`config.mk`:
```
export PLATFORM = sky130hd
export DESIGN_NAME = multicycle_core_p_flat
export DESIGN_NICKNAME = d
export VERILOG_FILES = /design/src/rtl/multicycle_core_p_if.sv /design/src/rtl/multicycle_core_p.sv /design/src/flat_wrapper.sv
export SDC_FILE = /design/constraint.sdc
export NUM_CORES = 1
export LEC_CHECK = 0
export ABC_AREA = 1
export CORE_MARGIN = 4
export CORE_UTILIZATION = 51
export DETAILED_ROUTE_END_ITERATION = 12
export PLACE_DENSITY_LB_ADDON = 0.1
export SYNTH_ARGS = -nofsm -noshare
export SYNTH_HDL_FRONTEND = slang
export SYNTH_SLANG_ARGS = --single-unit
```
`constraint.sdc`:
```
create_clock -name clock -period 7.4 [get_ports clock]
set_input_delay 1.48 -clock clock [delete_from_list [all_inputs] [get_ports clock]]
set_output_delay 1.48 -clock clock [all_outputs]
set_load 0.005 [all_outputs]
```
`src/rtl/multicycle_core_p_if.sv`:
```
// Request/acknowledge port between the core and its unified
// instruction/data memory.
interface multicycle_core_p_if #(
    parameter int DATA_W = 8,
    parameter int ADDR_W = 8
);
    logic              mem_req;
    logic              mem_we;
    logic [ADDR_W-1:0] mem_addr;
    logic [DATA_W-1:0] mem_wdata;
    logic [DATA_W-1:0] mem_rdata;
    logic              mem_ack;

    modport master (
        output mem_req,
        output mem_we,
        output mem_addr,
        output mem_wdata,
        input  mem_rdata,
        input  mem_ack
    );

    modport slave (
        input  mem_req,
        input  mem_we,
        input  mem_addr,
        input  mem_wdata,
        output mem_rdata,
        output mem_ack
    );
endinterface

```
`src/rtl/multicycle_core_p.sv`:
```
// Multicycle 4-register load/store core with flags, relative branches,
// wait-state memory port, run/step modes, HALT and retire counter.
module multicycle_core_p #(
    parameter int DATA_W = 8,
    parameter int ADDR_W = 8,
    parameter int CNT_W  = 16
) (
    input  logic                clock,
    input  logic                reset,
    input  logic                run_mode,
    input  logic                step,
    multicycle_core_p_if.master mem,
    output logic                halted,
    output logic                busy,
    output logic                flag_n,
    output logic                flag_z,
    output logic [ADDR_W-1:0]   pc,
    output logic [CNT_W-1:0]    retired,
    input  logic [1:0]          dbg_sel,
    output logic [DATA_W-1:0]   dbg_data,
    output logic [2:0]          state_o
);
    typedef enum logic [2:0] {
        S_IDLE   = 3'd0,
        S_FETCH  = 3'd1,
        S_DECODE = 3'd2,
        S_EXEC   = 3'd3,
        S_MEM    = 3'd4,
        S_WB     = 3'd5,
        S_HALTED = 3'd6
    } state_t;

    state_t            state_q;
    logic [DATA_W-1:0] regs_q [4];
    logic [DATA_W-1:0] a_q, b_q, alu_q;
    logic [7:0]        ir_q;
    logic [ADDR_W-1:0] pc_q;
    logic              n_q, z_q;
    logic [CNT_W-1:0]  ret_q;
    logic              req_q, we_q;
    logic [ADDR_W-1:0] addr_q;
    logic [DATA_W-1:0] wdata_q;

    logic [1:0]        ra, rb, dst;
    logic [3:0]        op;
    logic              op_ori, op_shf, op_ld, op_st;
    logic              op_add, op_sub, op_nand, op_halt;
    logic              is_alu, taken, retire;
    logic [DATA_W-1:0] alu_d;
    logic [ADDR_W-1:0] pc_d;

    always_comb begin
        ra      = ir_q[7:6];
        rb      = ir_q[5:4];
        op      = ir_q[3:0];
        op_ori  = ir_q[2:0] == 3'b111;
        op_shf  = ir_q[2:0] == 3'b011;
        op_ld   = op == 4'b0000;
        op_st   = op == 4'b0010;
        op_add  = op == 4'b0100;
        op_sub  = op == 4'b0110;
        op_nand = op == 4'b1000;
        op_halt = op == 4'b0001;
        is_alu  = op_ori | op_shf | op_add | op_sub | op_nand;
        dst     = op_ori ? 2'd1 : ra;
        taken   = (op == 4'b0101 &&  z_q) ||
                  (op == 4'b1001 && !z_q) ||
                  (op == 4'b1101 && !n_q);
        pc_d = pc_q;
        if (state_q == S_EXEC && taken)
            pc_d = pc_q + ADDR_W'(signed'(ir_q[7:4]));
        alu_d = '0;
        unique case (1'b1)
            op_add:  alu_d = a_q + b_q;
            op_sub:  alu_d = a_q - b_q;
            op_nand: alu_d = ~(a_q & b_q);
            op_ori:  alu_d = a_q | DATA_W'(ir_q[7:3]);
            op_shf:  alu_d = ir_q[3] ? a_q >> rb : a_q << rb;
            default: alu_d = '0;
        endcase
        // NOPs and branches retire from EXEC, one cycle after DECODE
        retire = (state_q == S_EXEC && !is_alu) ||
                 (state_q == S_MEM && mem.mem_ack && we_q) ||
                 (state_q == S_WB);
    end

    always_ff @(posedge clock or posedge reset) begin
        if (reset) begin
            state_q <= S_IDLE;
            for (int i = 0; i < 4; i++) regs_q[i] <= '0;
            a_q     <= '0;
            b_q     <= '0;
            alu_q   <= '0;
            ir_q    <= '0;
            pc_q    <= '0;
            n_q     <= 1'b0;
            z_q     <= 1'b0;
            ret_q   <= '0;
            req_q   <= 1'b0;
            we_q    <= 1'b0;
            addr_q  <= '0;
            wdata_q <= '0;
        end else begin
            unique case (state_q)
                S_IDLE: begin
                    if (run_mode || step) begin
                        state_q <= S_FETCH;
                        req_q   <= 1'b1;
                        we_q    <= 1'b0;
                        addr_q  <= pc_q;
                    end
                end
                S_FETCH: begin
                    if (mem.mem_ack) begin
                        ir_q    <= mem.mem_rdata[7:0];
                        pc_q    <= pc_q + 1'b1;
                        req_q   <= 1'b0;
                        state_q <= S_DECODE;
                    end
                end
                S_DECODE: begin
                    a_q <= regs_q[dst];
                    b_q <= regs_q[rb];
                    if (op_ld || op_st) begin
                        state_q <= S_MEM;
                        req_q   <= 1'b1;
                        we_q    <= op_st;
                        addr_q  <= regs_q[rb][ADDR_W-1:0];
                        if (op_st) wdata_q <= regs_q[ra];
                    end else if (op_halt) begin
                        state_q <= S_HALTED;
                    end else begin
                        state_q <= S_EXEC;
                    end
                end
                S_EXEC: begin
                    pc_q <= pc_d;
                    if (is_alu) begin
                        alu_q   <= alu_d;
                        n_q     <= alu_d[DATA_W-1];
                        z_q     <= alu_d == '0;
                        state_q <= S_WB;
                    end
                end
                S_MEM: begin
                    if (mem.mem_ack) begin
                        req_q <= 1'b0;
                        we_q  <= 1'b0;
                        if (!we_q) begin
                            alu_q   <= mem.mem_rdata;
                            state_q <= S_WB;
                        end
                    end
                end
                S_WB:     regs_q[dst] <= alu_q;
                S_HALTED: state_q <= S_HALTED;
                default:  state_q <= S_IDLE;
            endcase
            if (retire) begin
                ret_q   <= ret_q + 1'b1;
                state_q <= run_mode ? S_FETCH : S_IDLE;
                req_q   <= run_mode;
                we_q    <= 1'b0;
                if (run_mode) addr_q <= pc_d;
            end
        end
    end

    assign mem.mem_req   = req_q;
    assign mem.mem_we    = we_q;
    assign mem.mem_addr  = addr_q;
    assign mem.mem_wdata = wdata_q;
    assign halted        = state_q == S_HALTED;
    assign busy          = !(state_q == S_IDLE || state_q == S_HALTED);
    assign flag_n        = n_q;
    assign flag_z        = z_q;
    assign pc            = pc_q;
    assign retired       = ret_q;
    assign dbg_data      = regs_q[dbg_sel];
    assign state_o       = state_q;
endmodule
```
`src/flat_wrapper.sv`:
```
// flat-port wrapper written by rule: the top's interface ports become plain ports
module multicycle_core_p_flat 
#(
    parameter int DATA_W = 8,
    parameter int ADDR_W = 8,
    parameter int CNT_W  = 16
)
  (clock, reset, run_mode, step, halted, busy, flag_n, flag_z, pc, retired, dbg_sel, dbg_data, state_o, mem_mem_req, mem_mem_we, mem_mem_addr, mem_mem_wdata, mem_mem_rdata, mem_mem_ack);
  multicycle_core_p_if #(.DATA_W(DATA_W), .ADDR_W(ADDR_W)) mem_i ();
  input  logic clock;
  input  logic reset;
  input  logic run_mode;
  input  logic step;
  output logic halted;
  output logic busy;
  output logic flag_n;
  output logic flag_z;
  output logic [ADDR_W-1:0] pc;
  output logic [CNT_W-1:0] retired;
  input  logic [1:0] dbg_sel;
  output logic [DATA_W-1:0] dbg_data;
  output logic [2:0] state_o;
  output wire logic [$bits(mem_i.mem_req)-1:0] mem_mem_req;
  output wire logic [$bits(mem_i.mem_we)-1:0] mem_mem_we;
  output wire logic [$bits(mem_i.mem_addr)-1:0] mem_mem_addr;
  output wire logic [$bits(mem_i.mem_wdata)-1:0] mem_mem_wdata;
  input wire logic [$bits(mem_i.mem_rdata)-1:0] mem_mem_rdata;
  input wire logic [$bits(mem_i.mem_ack)-1:0] mem_mem_ack;
  assign mem_mem_req = mem_i.mem_req;
  assign mem_mem_we = mem_i.mem_we;
  assign mem_mem_addr = mem_i.mem_addr;
  assign mem_mem_wdata = mem_i.mem_wdata;
  assign mem_i.mem_rdata = mem_mem_rdata;
  assign mem_i.mem_ack = mem_mem_ack;
  multicycle_core_p #(.DATA_W(DATA_W), .ADDR_W(ADDR_W), .CNT_W(CNT_W)) u_core (.clock(clock), .reset(reset), .run_mode(run_mode), .step(step), .mem(mem_i), .halted(halted), .busy(busy), .flag_n(flag_n), .flag_z(flag_z), .pc(pc), .retired(retired), .dbg_sel(dbg_sel), .dbg_data(dbg_data), .state_o(state_o));
endmodule
```
==> results of run 1 <==
## worst paths after layout
path | from | to | slack [ns] | cells past startpoint
worst max-delay path | dbg_sel[0] | dbg_data[4] | 2.47 | 5
worst min-delay path | u_core.retired[15]$_DFFE_PP0N_ | u_core.retired[15]$_DFFE_PP0N_ | 0.48 | 1
worst max register to register | u_core.ir_q[3]$_DFFE_PP0P_ | u_core.alu_q[6]$_DFFE_PP0P_ | 4.11 | 16
worst min register to register | u_core.retired[15]$_DFFE_PP0N_ | u_core.retired[15]$_DFFE_PP0N_ | 0.48 | 1
max in group asynchronous | reset | u_core.pc[4]$_DFFE_PP0P_ | 4.66 | 3
min in group asynchronous | reset | u_core.retired[15]$_DFFE_PP0N_ | 1.63 | 2
## registers in the layout (all words and copies together), names as in the netlist
name,cells
u_core.alu_q,8
u_core.mem.mem_we,1
u_core.flag_n,1
u_core.mem.mem_addr,8
u_core.a_q,8
u_core.mem.mem_req,1
u_core.mem.mem_wdata,8
u_core.state_o,3
u_core.flag_z,1
u_core.retired,16
u_core.ir_q,8
u_core.b_q,8
u_core.pc,8
u_core.regs_q,32
## per-layer routing
metal / share of wire / track usage / vias to the layer above
li1: - / - / 3485
met5: 0 / 0 / -
met4: 0.028 / 0.0749 / 0
met2: 0.45 / 0.439 / 354
met3: 0.081 / 0.0575 / 50
met1: 0.44 / 0.392 / 3300
## where the power goes
group / internal, mW / leakage, nW / switching (mW)
Clock: 0.335 / 0.168 / 0.240
Combinational: 0.806 / 2.27 / 1.30
Sequential: 0.839 / 1.42 / 0.363
Total: 1.98 / 3.86 / 1.90
## cells in the mapped netlist (all sizes together)
| master | n | share of area |
|---|---|---|
| fa | 2 | 0.0055 |
| a22oi | 3 | 0.0031 |
| o211ai | 9 | 0.011 |
| nand4 | 12 | 0.010 |
| o221ai | 9 | 0.011 |
| o311ai | 4 | 0.0048 |
| a32oi | 1 | 0.0012 |
| nor3 | 13 | 0.012 |
| inv | 121 | 0.062 |
| nand3 | 51 | 0.038 |
| o21a | 1 | 0.0010 |
| dfrtp | 111 | 0.38 |
| nor2 | 96 | 0.055 |
| o21ai | 148 | 0.11 |
| o21bai | 1 | 0.0010 |
| nand2 | 269 | 0.14 |
| xnor2 | 7 | 0.0084 |
| o211a | 1 | 0.0014 |
| a21oi | 46 | 0.031 |
| nor3b | 1 | 0.0017 |
| nand3b | 3 | 0.0031 |
| clkbuf | 11 | 0.0056 |
| a41oi | 2 | 0.0024 |
| buf | 22 | 0.018 |
| o22ai | 18 | 0.015 |
| xor2 | 24 | 0.029 |
| clkinv | 1 | 0.00051 |
| or2 | 2 | 0.0017 |
| a31oi | 10 | 0.0085 |
| ha | 18 | 0.031 |
## layout make-up
class | instances | area, um^2
fillers | 1337 | 5540
clock inverters | 7 | 126
inverters | 122 | 460
clock buffers | 9 | 225
flip-flops and latches | 111 | 2780
repair buffers | 72 | 718
well taps | 180 | 225
multi-input cells | 751 | 3910
## critical path, stage by stage
cell and delay [ns]:
clkdlybuf4s50_1 0.66, inv_1 0.45, o21ai_0 0.14, o22ai_1 0.17, clkdlybuf4s50_1 0.53
## logic make-up (layout without fill, tap and decap cells)
family                     Yosys count  in the layout  share of synthesized area
AOI/OAI and AO/OA                  253            253                      0.197
adders and majority gates           20             20                     0.0362
xor gates and xnor gates            31             31                     0.0371
and+or+nand+nor                    447            447                      0.264
DFF                                111            111                      0.379
buffers and inverters              155            210                     0.0863
==> results.md, run 1 <==
* Outcome: finished, final reports clean
* Via count of the routed design at slightly above 7000
* Synth-to-layout area growth at 15.3%
* ANT nets after route at 0
* Cts bufs inserted at 9
* Gate Count Post-Synth at 1017
* Design Area, Final at between 0.008 and 0.009 mm^2
* Final Wtd Congestion at about 0.94
* VDD IR max at between 0.2 and 0.25 mV
* Iter 0 DRT Violations at between 800 and 900
* Clock tree buffer depth at 2
* Post-CTS Setup Bufs at 0
* Syn Area/Cell at approximately 7 um^2
* Required time worst endpoint at just under 6 ns
* Die Ht at around 130 um
* I/O pin cnt at between 70 and 80
* Clock Sinks at ~110
* Worst-margin pin slew at between 1 and 1.5 ns
* # nets final at 1102
* Unrepaired setup endpoints after global routing: no
* Commonest cells after routing, fill and taps aside: nand2_1 (260), o21ai_0 (137), dfrtp_1 (111)
* Total track usage at 0.278
* Final worst setup slack at ~2.5 ns
* Drt total wl at 22300 um
* Via-to-Cell Ratio at 5.74
* Maximum Capacitance Violations at 0
* Power per Cell Area at ~460 mW/mm^2
* Full die area at roughly 0.016 mm^2
* Fmax at between 200 and 250 MHz
* Placed inst area at about 0.008 mm^2
* Worst Hold Class: reg -> reg
* Global-route wire length before repair at 35900 um
* Register area share after synthesis at 0.379
* H-tree Lvls at 3
* Dpl cells at between 1000 and 1500
* Slew Limit Fails at 0
* Root buffer cell: clkbuf_16
* PortBufs at 71
* Leak at ~3.9 nW
* Fin Clk Skew at between 0.007 and 0.008 ns
* Post-cts sizing count at 0
* Drt drc at 0
* Core area at roughly 0.014 mm^2
* Total Power at about 3.9 mW
* Share of layout cells above drive strength 1 at 0.0653
* Die span in x at 128 um
* #FFs+latches synth at between 100 and 150
* Routed len/inst at 17.8 um
* Final setup viols at 0
* Antenna Cells at 0
* Fin util at 0.604
* GRT overflow at 0
* Worst setup path class: in -> out
* Place WS at about 2.5 ns
* Pin count of the biggest net entering global routing at a little under 70
* Crit path time final at approximately 4.9 ns
* TritonRoute pass-1 iters at 6
* Post-synth cell types at 44
* Worst Path Max Fanout at 17
* Fin cells at between 1000 and 1500
* Setup Total Neg Slack at 0 ns
* Commonest non-fill, non-tap cell in the layout: nand2_1
* Vias in the first global route at about 6700
* CTS clk-pin slew, worst paths at 0.08 ns
* Synth warnings at 0
* Final hold violation count at 0
* HPWL Detailed at about 16000 um
* Hold Worst Slack at roughly 0.48 ns
* Critical Path End Type: output pin
* CP startpoint kind: primary input
* Arrival time worst endpoint at about 3.5 ns
* Worst-Skew Late Latency at around 0.36 ns
* Syn Nets at roughly 1100
* TritonCTS clock tree: built
* Initial antenna violation count at 0
* Worst slew margin at 0.284
* Initial Util at 0.523
* Std cell rows at 43
* # hold bufs at CTS at 0
* Final Cycle Share at 0.666
* Post-synthesis cell area at around 0.0073 mm^2
(Power assumes the default switching activity.)
==> inputs of run 2 (changes only) <==
==> constraint.sdc (replaced) <==
create_clock -name clock -period 4 [get_ports clock]
set_input_delay 0.8 -clock clock [delete_from_list [all_inputs] [get_ports clock]]
set_output_delay 0.8 -clock clock [all_outputs]
set_load 0.005 [all_outputs]
==> run 2 against run 1 <==
Net effect: hold slack improved by 0.0027 ns; routed wire length increased by 0.54%; critical path type unchanged; cell area is 0.28% higher; non-clock buffer count up 6; largest power group unchanged; setup slack got worse by 1.8 ns; clock skew increased by 0.0043 ns; combinational power up 90%.
==> results.md, run 2 (synthesis results as in run 1) <==
* Net Sw Frac at 0.490 (was 0.489)
* Final hold violation count at 0 (unchanged)
* Internal Power at 3.64 mW (was 1.98 mW)
* Reg area at 0.00278 mm^2 (unchanged)
* Commonest cells after routing, fill and taps aside: nand2_1 (260), o21ai_0 (137), dfrtp_1 (111) (unchanged)
* Via count of the routed design at 7277 (was 7189)
* Worst-Skew Late Latency at 0.36 ns (about the same)
* CP startpoint kind: primary input (unchanged)
* CTS clk-pin slew, worst paths at 0.07 ns (was 0.08 ns)
* Worst Path Max Fanout at 17 (unchanged)
* Critical Path End Type: output pin (unchanged)
* Clock Sinks at 111 (unchanged)
* Final Wtd Congestion at 0.977 (was 0.937)
* Max FFs per register at 32 (unchanged)
* H-tree Lvls at 3 (unchanged)
* VDD IR max at 0.385 mV (was 0.240 mV)
* Worst slew margin at 0.378 (was 0.284)
* Multi-input gate area at 0.00391 mm^2 (unchanged)
* PortBufs at 71 (unchanged)
* Fin Clk Skew at 0.0116 ns (was 0.00732 ns)
* Synth-to-layout area growth at 15.7% (was 15.3%)
* Worst Hold Class: reg -> reg (unchanged)
* Via-to-Cell Ratio at 5.78 (was 5.74)
* Post-CTS Setup Bufs at 0 (unchanged)
* Core area at 0.0140 mm^2 (unchanged)
* Drt drc at 0 (unchanged)
* TritonCTS clock tree: built (unchanged)
* Total track usage at 0.282 (was 0.278)
* Fillers at 1333 (was 1337)
* Full die area at 0.0163 mm^2 (unchanged)
* TritonRoute pass-1 iters at 5 (was 6)
* Commonest non-fill, non-tap cell in the layout: nand2_1 (unchanged)
* Post-cts sizing count at 0 (unchanged)
* Comb power frac at 0.558 (was 0.542)
* Worst setup path class: in -> out (unchanged)
* Root buffer cell: clkbuf_16 (unchanged)
* Clock share of power at 0.141 (was 0.148)
* Place WS at 0.658 ns (was 2.50 ns)
* Largest Register: u_core.regs_q (unchanged)
* Drt total wl at 22400 um (was 22300 um)
* Crit path time final at about 3.4 ns
* Fmax at a little under 300 MHz
* Leak at 3.88 nW (was 3.86 nW)
* Antenna Cells at 0 (unchanged)
* Share of layout cells above drive strength 1 at 0.0696 (was 0.0653)
* Final worst setup slack at 0.638 ns (was 2.47 ns)
* Clock tree buffer depth at 2 (unchanged)
* Routed len/inst at 17.8 um (about the same)
* Required time worst endpoint at 3.20 ns (was 5.92 ns)
* ANT nets after route at 0 (unchanged)
* Final setup viols at 0 (unchanged)
* Slew Limit Fails at 0 (unchanged)
* Die span in x at 128 um (unchanged)
* Outcome: finished, final reports clean (unchanged)
* Std cell rows at 43 (unchanged)
* Iter 0 DRT Violations at 743 (was 865)
* I/O pin cnt at 72 (unchanged)
* Setup Total Neg Slack at 0 ns (unchanged)
* Global-route wire length before repair at 36400 um (was 35900 um)
* Cts bufs inserted at 9 (unchanged)
* Power per Cell Area at 844 mW/mm^2 (was 460 mW/mm^2)
* # hold bufs at CTS at 0 (unchanged)
* Maximum Capacitance Violations at 0 (unchanged)
* Initial antenna violation count at 0 (unchanged)
* # nets final at 1108 (was 1102)
* Sequential group share of total power at 0.301 (was 0.310)
* Worst-margin pin slew at 0.934 ns (was 1.07 ns)
* Initial Util at 0.523 (unchanged)
* HPWL Detailed at 16500 um (was 16200 um)
* Arrival time worst endpoint at 2.56 ns (was 3.45 ns)
* Die Ht at 128 um (unchanged)
* GRT overflow at 0 (unchanged)
* Unrepaired setup endpoints after global routing: no (unchanged)
* Sw Pwr at 3.50 mW (was 1.90 mW)
* Pin count of the biggest net entering global routing at 64 (was 68)
* Fin util at 0.605 (was 0.604)
* Vias in the first global route at 6892 (was 6749)
* Final Cycle Share at 0.841
run 2: changes by cell type in the layout (fill, tap and decap cells not counted):
cell       before  now
clkbuf_8        0    1
buf_4           1    7
clkinv_4        1    0
clkbuf_1        0    1
bufinv_16       3    2
run 2: power groups by stage:
stage,clock [mW],combinational [mW],sequential (mW)
5_1_grt,1.06,4.47,2.21
2_1_floorplan,0,2.78,1.92
3_3_place_gp,0,3.87,2.15
4_1_cts,1.02,3.94,2.13
6_report,1.01,3.99,2.15
3_5_place_dp,0,3.91,2.15
run 2: layout make-up:
class,count,share of cell area
flip-flops and latches,111,0.328
multi-input cells,751,0.462
well taps,180,0.0266
clock inverters,5,0.0103
clock buffers,11,0.0287
inverters,122,0.0544
repair buffers,78,0.0901
run 2: stage by stage:
step / power (mW) / instances / cell area, um^2 / hold WS (ns)
2_1_floorplan: 4.70 / 1017 / 7320 / 0.453
3_3_place_gp: 6.02 / 1242 / 8140 / 0.457
3_5_place_dp: 6.06 / 1242 / 8140 / 0.465
4_1_cts: 7.10 / 1258 / 8470 / 0.485
5_1_grt: 7.74 / 1258 / 8470 / 0.499
6_report: 7.14 / 1258 / 8470 / 0.481
run 2: path summary, 6_finish.rpt:
path                                              from  slack, ns                            end  cells after the start
max                                         dbg_sel[0]       0.64                    dbg_data[4]                      6
min                        u_core.alu_q[7]$_DFFE_PP0P_       0.48  u_core.regs_q[31]$_DFFE_PP0P_                      2
max reg2reg                 u_core.ir_q[3]$_DFFE_PP0P_       0.84    u_core.alu_q[6]$_DFFE_PP0P_                     16
min reg2reg                u_core.alu_q[7]$_DFFE_PP0P_       0.48  u_core.regs_q[31]$_DFFE_PP0P_                      2
max in group asynchronous                        reset       2.21      u_core.flag_n$_DFFE_PP0P_                      3
min in group asynchronous                        reset       0.93  u_core.regs_q[14]$_DFFE_PP0P_                      2
run 2: per-layer routing:
layer	GRT usage	wire (um)
met5	0	0
met4	0.0880	648
met3	0.0504	1940
met2	0.445	10100
met1	0.396	9730
run 2: worst max-delay path: stages:
cell             delay (ns)
clkdlybuf4s50_1        0.39
buf_4                  0.18
inv_1                  0.32
o21ai_0                0.14
o22ai_1                0.18
clkdlybuf4s50_1        0.54
